## src/rtl/switch_input_debouncer.sv

```systemverilog
// Synchronises and debounces raw switch pins, emits per-bit edge pulses and
// offers each debounced change to a downstream consumer as a valid/ready event.
module switch_input_debouncer #(
    parameter int WIDTH           = 4,
    parameter int DEBOUNCE_CYCLES = 50000,
    parameter int CNT_W           = 16
) (
    input  logic             SYSTEMCLOCK,
    input  logic             FPGA_RESET,
    input  logic [WIDTH-1:0] switch_raw,
    output logic [WIDTH-1:0] switch_stable,
    output logic [WIDTH-1:0] switch_rise,
    output logic [WIDTH-1:0] switch_fall,
    output logic             change_valid,
    output logic [WIDTH-1:0] change_data,
    input  logic             change_ready,
    output logic             change_overrun
);

    localparam logic [CNT_W-1:0] CNT_LAST = CNT_W'(DEBOUNCE_CYCLES - 1);
    localparam logic [CNT_W-1:0] CNT_ONE  = CNT_W'(1);

    logic [WIDTH-1:0] sync1_p0;
    logic [WIDTH-1:0] sync2_p1;
    logic [WIDTH-1:0] stable_p2;
    logic [WIDTH-1:0] stable_nxt;
    logic [CNT_W-1:0] cnt_p2  [WIDTH];
    logic [CNT_W-1:0] cnt_nxt [WIDTH];
    logic             chg;

    logic [WIDTH-1:0] rise_p3;
    logic [WIDTH-1:0] fall_p3;
    logic             valid_p3;
    logic [WIDTH-1:0] data_p3;
    logic             overrun_p3;

    // Stage p0/p1: two-flop synchroniser per bit
    always_ff @(posedge SYSTEMCLOCK) begin
        if (FPGA_RESET) begin
            sync1_p0 <= '0;
            sync2_p1 <= '0;
        end else begin
            sync1_p0 <= switch_raw;
            sync2_p1 <= sync1_p0;
        end
    end

    // Stage p2: a bit flips only after sync2 disagrees for DEBOUNCE_CYCLES edges in a row
    always_comb begin
        stable_nxt = stable_p2;
        for (int i = 0; i < WIDTH; i++) begin
            cnt_nxt[i] = '0;
            if (sync2_p1[i] != stable_p2[i]) begin
                if (cnt_p2[i] == CNT_LAST) begin
                    stable_nxt[i] = sync2_p1[i];
                end else begin
                    cnt_nxt[i] = cnt_p2[i] + CNT_ONE;
                end
            end
        end
    end

    assign chg = |(stable_nxt ^ stable_p2);

    always_ff @(posedge SYSTEMCLOCK) begin
        if (FPGA_RESET) begin
            stable_p2 <= '0;
            for (int i = 0; i < WIDTH; i++) begin
                cnt_p2[i] <= '0;
            end
        end else begin
            stable_p2 <= stable_nxt;
            for (int i = 0; i < WIDTH; i++) begin
                cnt_p2[i] <= cnt_nxt[i];
            end
        end
    end

    // Stage p3: edge pulses and the change event, all aligned with the stable update
    always_ff @(posedge SYSTEMCLOCK) begin
        if (FPGA_RESET) begin
            rise_p3    <= '0;
            fall_p3    <= '0;
            valid_p3   <= 1'b0;
            data_p3    <= '0;
            overrun_p3 <= 1'b0;
        end else begin
            rise_p3    <= stable_nxt & ~stable_p2;
            fall_p3    <= ~stable_nxt & stable_p2;
            overrun_p3 <= 1'b0;
            if (chg) begin
                // A newer snapshot replaces a pending one; only a refused event counts as lost
                valid_p3   <= 1'b1;
                data_p3    <= stable_nxt;
                overrun_p3 <= valid_p3 & ~change_ready;
            end else if (valid_p3 && change_ready) begin
                valid_p3 <= 1'b0;
            end
        end
    end

    assign switch_stable  = stable_p2;
    assign switch_rise    = rise_p3;
    assign switch_fall    = fall_p3;
    assign change_valid   = valid_p3;
    assign change_data    = data_p3;
    assign change_overrun = overrun_p3;

endmodule

```

## config.mk

```make
export PLATFORM = sky130hd
export DESIGN_NAME = switch_input_debouncer
export DESIGN_NICKNAME = d
export VERILOG_FILES = /design/src/rtl/switch_input_debouncer.sv
export SDC_FILE = /design/constraint.sdc
export NUM_CORES = 1
export LEC_CHECK = 0
export CAP_MARGIN = 20
export CORE_MARGIN = 2
export CORE_UTILIZATION = 45
export CTS_BUF_LIST = sky130_fd_sc_hd__clkbuf_16
export DETAILED_ROUTE_END_ITERATION = 6
export DONT_BUFFER_PORTS = 1
export PLACE_DENSITY = 0.62
export REMOVE_ABC_BUFFERS = 1
export SYNTH_ARGS = -nofsm -noshare
export SYNTH_HDL_FRONTEND = slang
export SYNTH_SLANG_ARGS = --single-unit
```

## constraint.sdc

```tcl
create_clock -name SYSTEMCLOCK -period 2.2 [get_ports SYSTEMCLOCK]
set_input_delay 0.44 -clock SYSTEMCLOCK [delete_from_list [all_inputs] [get_ports SYSTEMCLOCK]]
set_output_delay 0.44 -clock SYSTEMCLOCK [all_outputs]
set_load 0.005 [all_outputs]
```

### Yosys cells after proc, flatten, opt, wreduce, memory -nomap -nowiden

Memories as Yosys holds them, arrays and structs flattened.
Cells that the tools add are included.

* flip-flop bits (word level): 26
* RAM bits: 64
* output and inout bits: 18
* word-level logic and storage cells: 62
* memories kept: 1

Memory list
* cnt_p2: depth 4, width 16, rd ports 4, clocked after Yosys merged registers in 0, write ports 4, RTL line 27 `logic [CNT_W-1:0] cnt_p2 [WIDTH];`

* add/sub/neg operators: 4
* eq/ne operators: 8
* muxes and demuxes: 25
* bitwise gates (word level): 12
* reductions and logical operators: 4

Operators with widths (count)
* 16-bit 2-to-1 mux: 12
* 16-bit by 1-bit adder with 16-bit output (second input constant): 4
* 16-bit == test (second input constant): 4
* 1-bit 2-to-1 mux: 13
* 4-bit bitwise AND: 2
* 4-bit inverter: 2
* 1-bit inequality test: 4
* 1-bit bitwise OR: 4
* 4-bit OR reduction: 1
* 4-bit XOR: 1
* 1-bit inverter: 2
* 2-bit nonzero test: 1
* 2-bit OR reduction: 1
* 1-bit bitwise AND: 1
* 1-bit logical AND: 1

### Logic depth before layout (Yosys ltp)

* word-level depth: 7
* mapped depth: 10
* gate-level depth less buffers: 9

### Worst setup path after synthesis

No wires, ideal clock.

* path type: register to register
* from: mem cnt_p2[1][7]
* to: reg data_p3[1] (netlist: change_data[1])
* library setup time: 0.135 ns
* arrival time: 2.290 ns
* path slack: -0.225 ns
* stages on the path, launching flop included: 9
* period minus slack after synthesis: 2.425 ns
* cell sequence: dfxtp_1 or4b_1 nor4_4 mux2i_1 inv_1 ha_1 nand4_1 nor2_1 a211oi_2

RTL lines
* start: declaration: RTL line 27
* end signal: assignment: RTL line 94 `data_p3 <= stable_nxt;`
* end: declaration: RTL line 34 `logic [WIDTH-1:0] data_p3;`

==> out/metrics.csv <==
metric,value,unit
Die H,95.5,um
final hold violation count,0,
clock-pin slew on the worst setup and hold paths,60,ps
initial antenna violation count,0,
Skew-Pair Late Insertion Delay,330,ps
critical-path cell list,"or4b_4, nor4_4, mux2i_1, inv_1, ha_4, nand4_1, buf_4, nor2_1, a211oi_2",
crit path time final,2350,ps
commonest cells in the netlist,"90 x dfxtp_1, 77 x nor2_1, 48 x xnor2_1",
Final Skew,7.65,ps
crit path capture type,register,
row count,33,
maximum VDD drop,0.404,mV
"Cell Area, Synth",3760,um^2
final wirelength,7170,um
total gr overflow,0,
1st-iter DRT viols,111,
area share of the largest cell type after synthesis,47.9,%
final-layout fill cell count,728,
failing checks,setup timing,
"Seq/Total Area, Yosys",47.9,%
Post-synth ARST share,0,%
Unique masters post-synth,34,
Port Buffers,0,
Max Clk Rate,425,MHz
Setup crit start kind,register,
clock share of power,48.3,%
CP max FO,4,
Critical Path RT,2420,ps
total of max-cap violations,0,
Crit Path Class,reg -> reg,
# nets final,472,
CP max stage delay,540,ps
Via-to-Cell Ratio,5.09,
Synth area leader,dfxtp_1,
GRT Total Usage,16.9,%
Pre-antenna DRT Iters,5,
count of H-tree levels built during CTS,3,
die area,9110,um^2
sw frac,18.6,%
post-DP HPWL,5080,um
Core Footprint,8180,um^2
via count,2859,
WL/cell,12.8,um
"count leader, synth",dfxtp_1,
Layout area overhead,20.1,%
Final ANT Viol Nets,0,
Post-synth top flop,dfxtp_1,
CTS tree,done,
clock buffer depth,2,
Post-synth EDFFs,0,
"flops & latches, synth",90,
# clock sinks,90,
placed instance count,545,
IO Pins,25,
Mapped Cells,409,
status,finished with violations,
Final Instance Count excl. Fillers,562,
Logic pwr share,0.7,%
largest cells by area after synthesis,"dfxtp_1 48%, xnor2_1 11%, nor2_1 7.7%",
Setup TNS Final,-559,ps
placed inst area,4160,um^2
Ant. Diodes,0,
number of remaining DRC errors,0,
Die W,95.5,um
RSZ-0062 raised after global routing,true,
Initial Util,46.1,%
pwr dens,712,nW/um^2
Final Setup Violations,4,
design area,4520,um^2
synthesized area per cell,9.21,um^2
Worst Hold Class,in -> reg,
first-pass GRT wire length,11800,um
register share of total power,51.0,%
Least-Margin Pin Slew,490,ps
Internal Pwr Total,2.62,mW
P_sw,598,uW
Worst Slack Setup Final,-153,ps
Yosys warning count,0,
largest net degree at the start of global routing,34,
Critical Path AT,2570,ps
dpl ws,-127,ps
GPL Wtd Cong,0.840,
clock root cell,clkbuf_16,
Reg2Reg Depth,9,
CTS Buf Count,9,
CP max-delay cell,or4b_4,
Hold Path Depth,1,
Max Slew Vio Count,0,
Tcrit/Tclk final,107,%
vias in the first global route,2621,
Worst slew margin,67.4,%
Leak,1.56,nW
layout cell share with drive strength beyond 1,14.9,%
[timing repair]
action,4_1_cts,5_1_grt
gates cloned,0,0
pin swaps,2,2
setup endpoints to repair,4,6
resized for setup,3,8
setup buffers,1,1
hold buffers,0,0
[path summary, 6_finish.rpt]
kind                start        endpoint  slack, ps
min            FPGA_RESET  change_data[0]        170
max reg2reg  cnt_p2[1][5]  change_data[0]       -150
max          cnt_p2[1][5]  change_data[0]       -150
min reg2reg   sync1_p0[1]     sync2_p1[1]        440
[power by group through the flow]
stage	combinational, mW	sequential [mW]	clock, mW
after floorplan	0.0164	1.68	0
after global placement	0.0227	1.68	0
after detailed placement	0.0228	1.68	0
after CTS	0.0228	1.64	1.59
after global routing	0.0255	1.64	1.66
final	0.0223	1.64	1.55
[metrics by stage]
step | total power, mW | hold WS, ps | util, %
2_1_floorplan | 1.70 | 414 | -
3_3_place_gp | 1.70 | 419 | 50.9
3_5_place_dp | 1.70 | 428 | 50.9
4_1_cts | 3.26 | 160 | 54.8
5_1_grt | 3.33 | 155 | 55.3
6_report | 3.22 | 175 | 55.3
[worst max-delay path: cells and delay by family (launching register included)]
family / cells / cell delay, ps
buffers and inverters: 2 / 290
AOI/OAI and AO/OA: 1 / 50
and+or+nand+nor: 4 / 1040
muxes: 1 / 280
DFF: 1 / 310
adders and majority gates: 1 / 270
[logic make-up after synthesis]
logic type | Yosys count | synth area share (%)
and+or+nand+nor | 209 | 29.0
AOI/OAI and AO/OA | 7 | 1.40
DFF | 90 | 47.9
adders and majority gates | 12 | 3.99
muxes | 4 | 1.06
buffers and inverters | 28 | 2.99
xor gates and xnor gates | 59 | 13.7
[registers in the layout, indices dropped and copies added (netlist names)]
register        flops
sync2_p1            4
change_overrun      1
change_data         4
switch_rise         4
sync1_p0            4
switch_stable       4
switch_fall         4
change_valid        1
cnt_p2             64
[cell type report]
class                   count  area, um^2  share of cell area [%]
clock buffers               9         225                    4.98
clock inverters             6        75.1                    1.66
inverters                  18        67.6                    1.49
multi-input cells         291        1900                    41.9
flip-flops and latches     90        1800                    39.8
well taps                 105         131                    2.90
repair buffers             43         327                    7.22
[layer usage]
layer,GRT usage [%],wire (um),up-vias,share of wire [%]
li1,-,-,1477,-
met1,21.0,3440,1302,48
met2,26.8,3240,62,45
met3,4.90,351,18,4.9
met4,8.45,140,0,2.0
met5,0,0,-,0
[layout by cell type, fill, tap and decap left out, types with 3 or more instances in the layout]
| master | netlist | layout |
|---|---|---|
| ha_1 | 12 | 11 |
| buf_4 | 2 | 42 |
| nor2b_1 | 16 | 15 |
| clkbuf_16 | 0 | 9 |
| nand2_1 | 16 | 16 |
| a211oi_2 | 1 | 4 |
| nor2_2 | 0 | 3 |
| xnor2_1 | 48 | 48 |
| and3_1 | 6 | 6 |
| nor4b_1 | 4 | 4 |
| nor4bb_1 | 4 | 4 |
| nor2_1 | 77 | 74 |
| inv_1 | 18 | 20 |
| nor4_1 | 15 | 15 |
| dfxtp_1 | 90 | 90 |
| xor2_1 | 11 | 11 |
| nand3_1 | 20 | 20 |
| mux2i_1 | 4 | 4 |
| nor3_1 | 17 | 17 |
| nand4_1 | 21 | 21 |
Power figures use the tool's default switching activity.
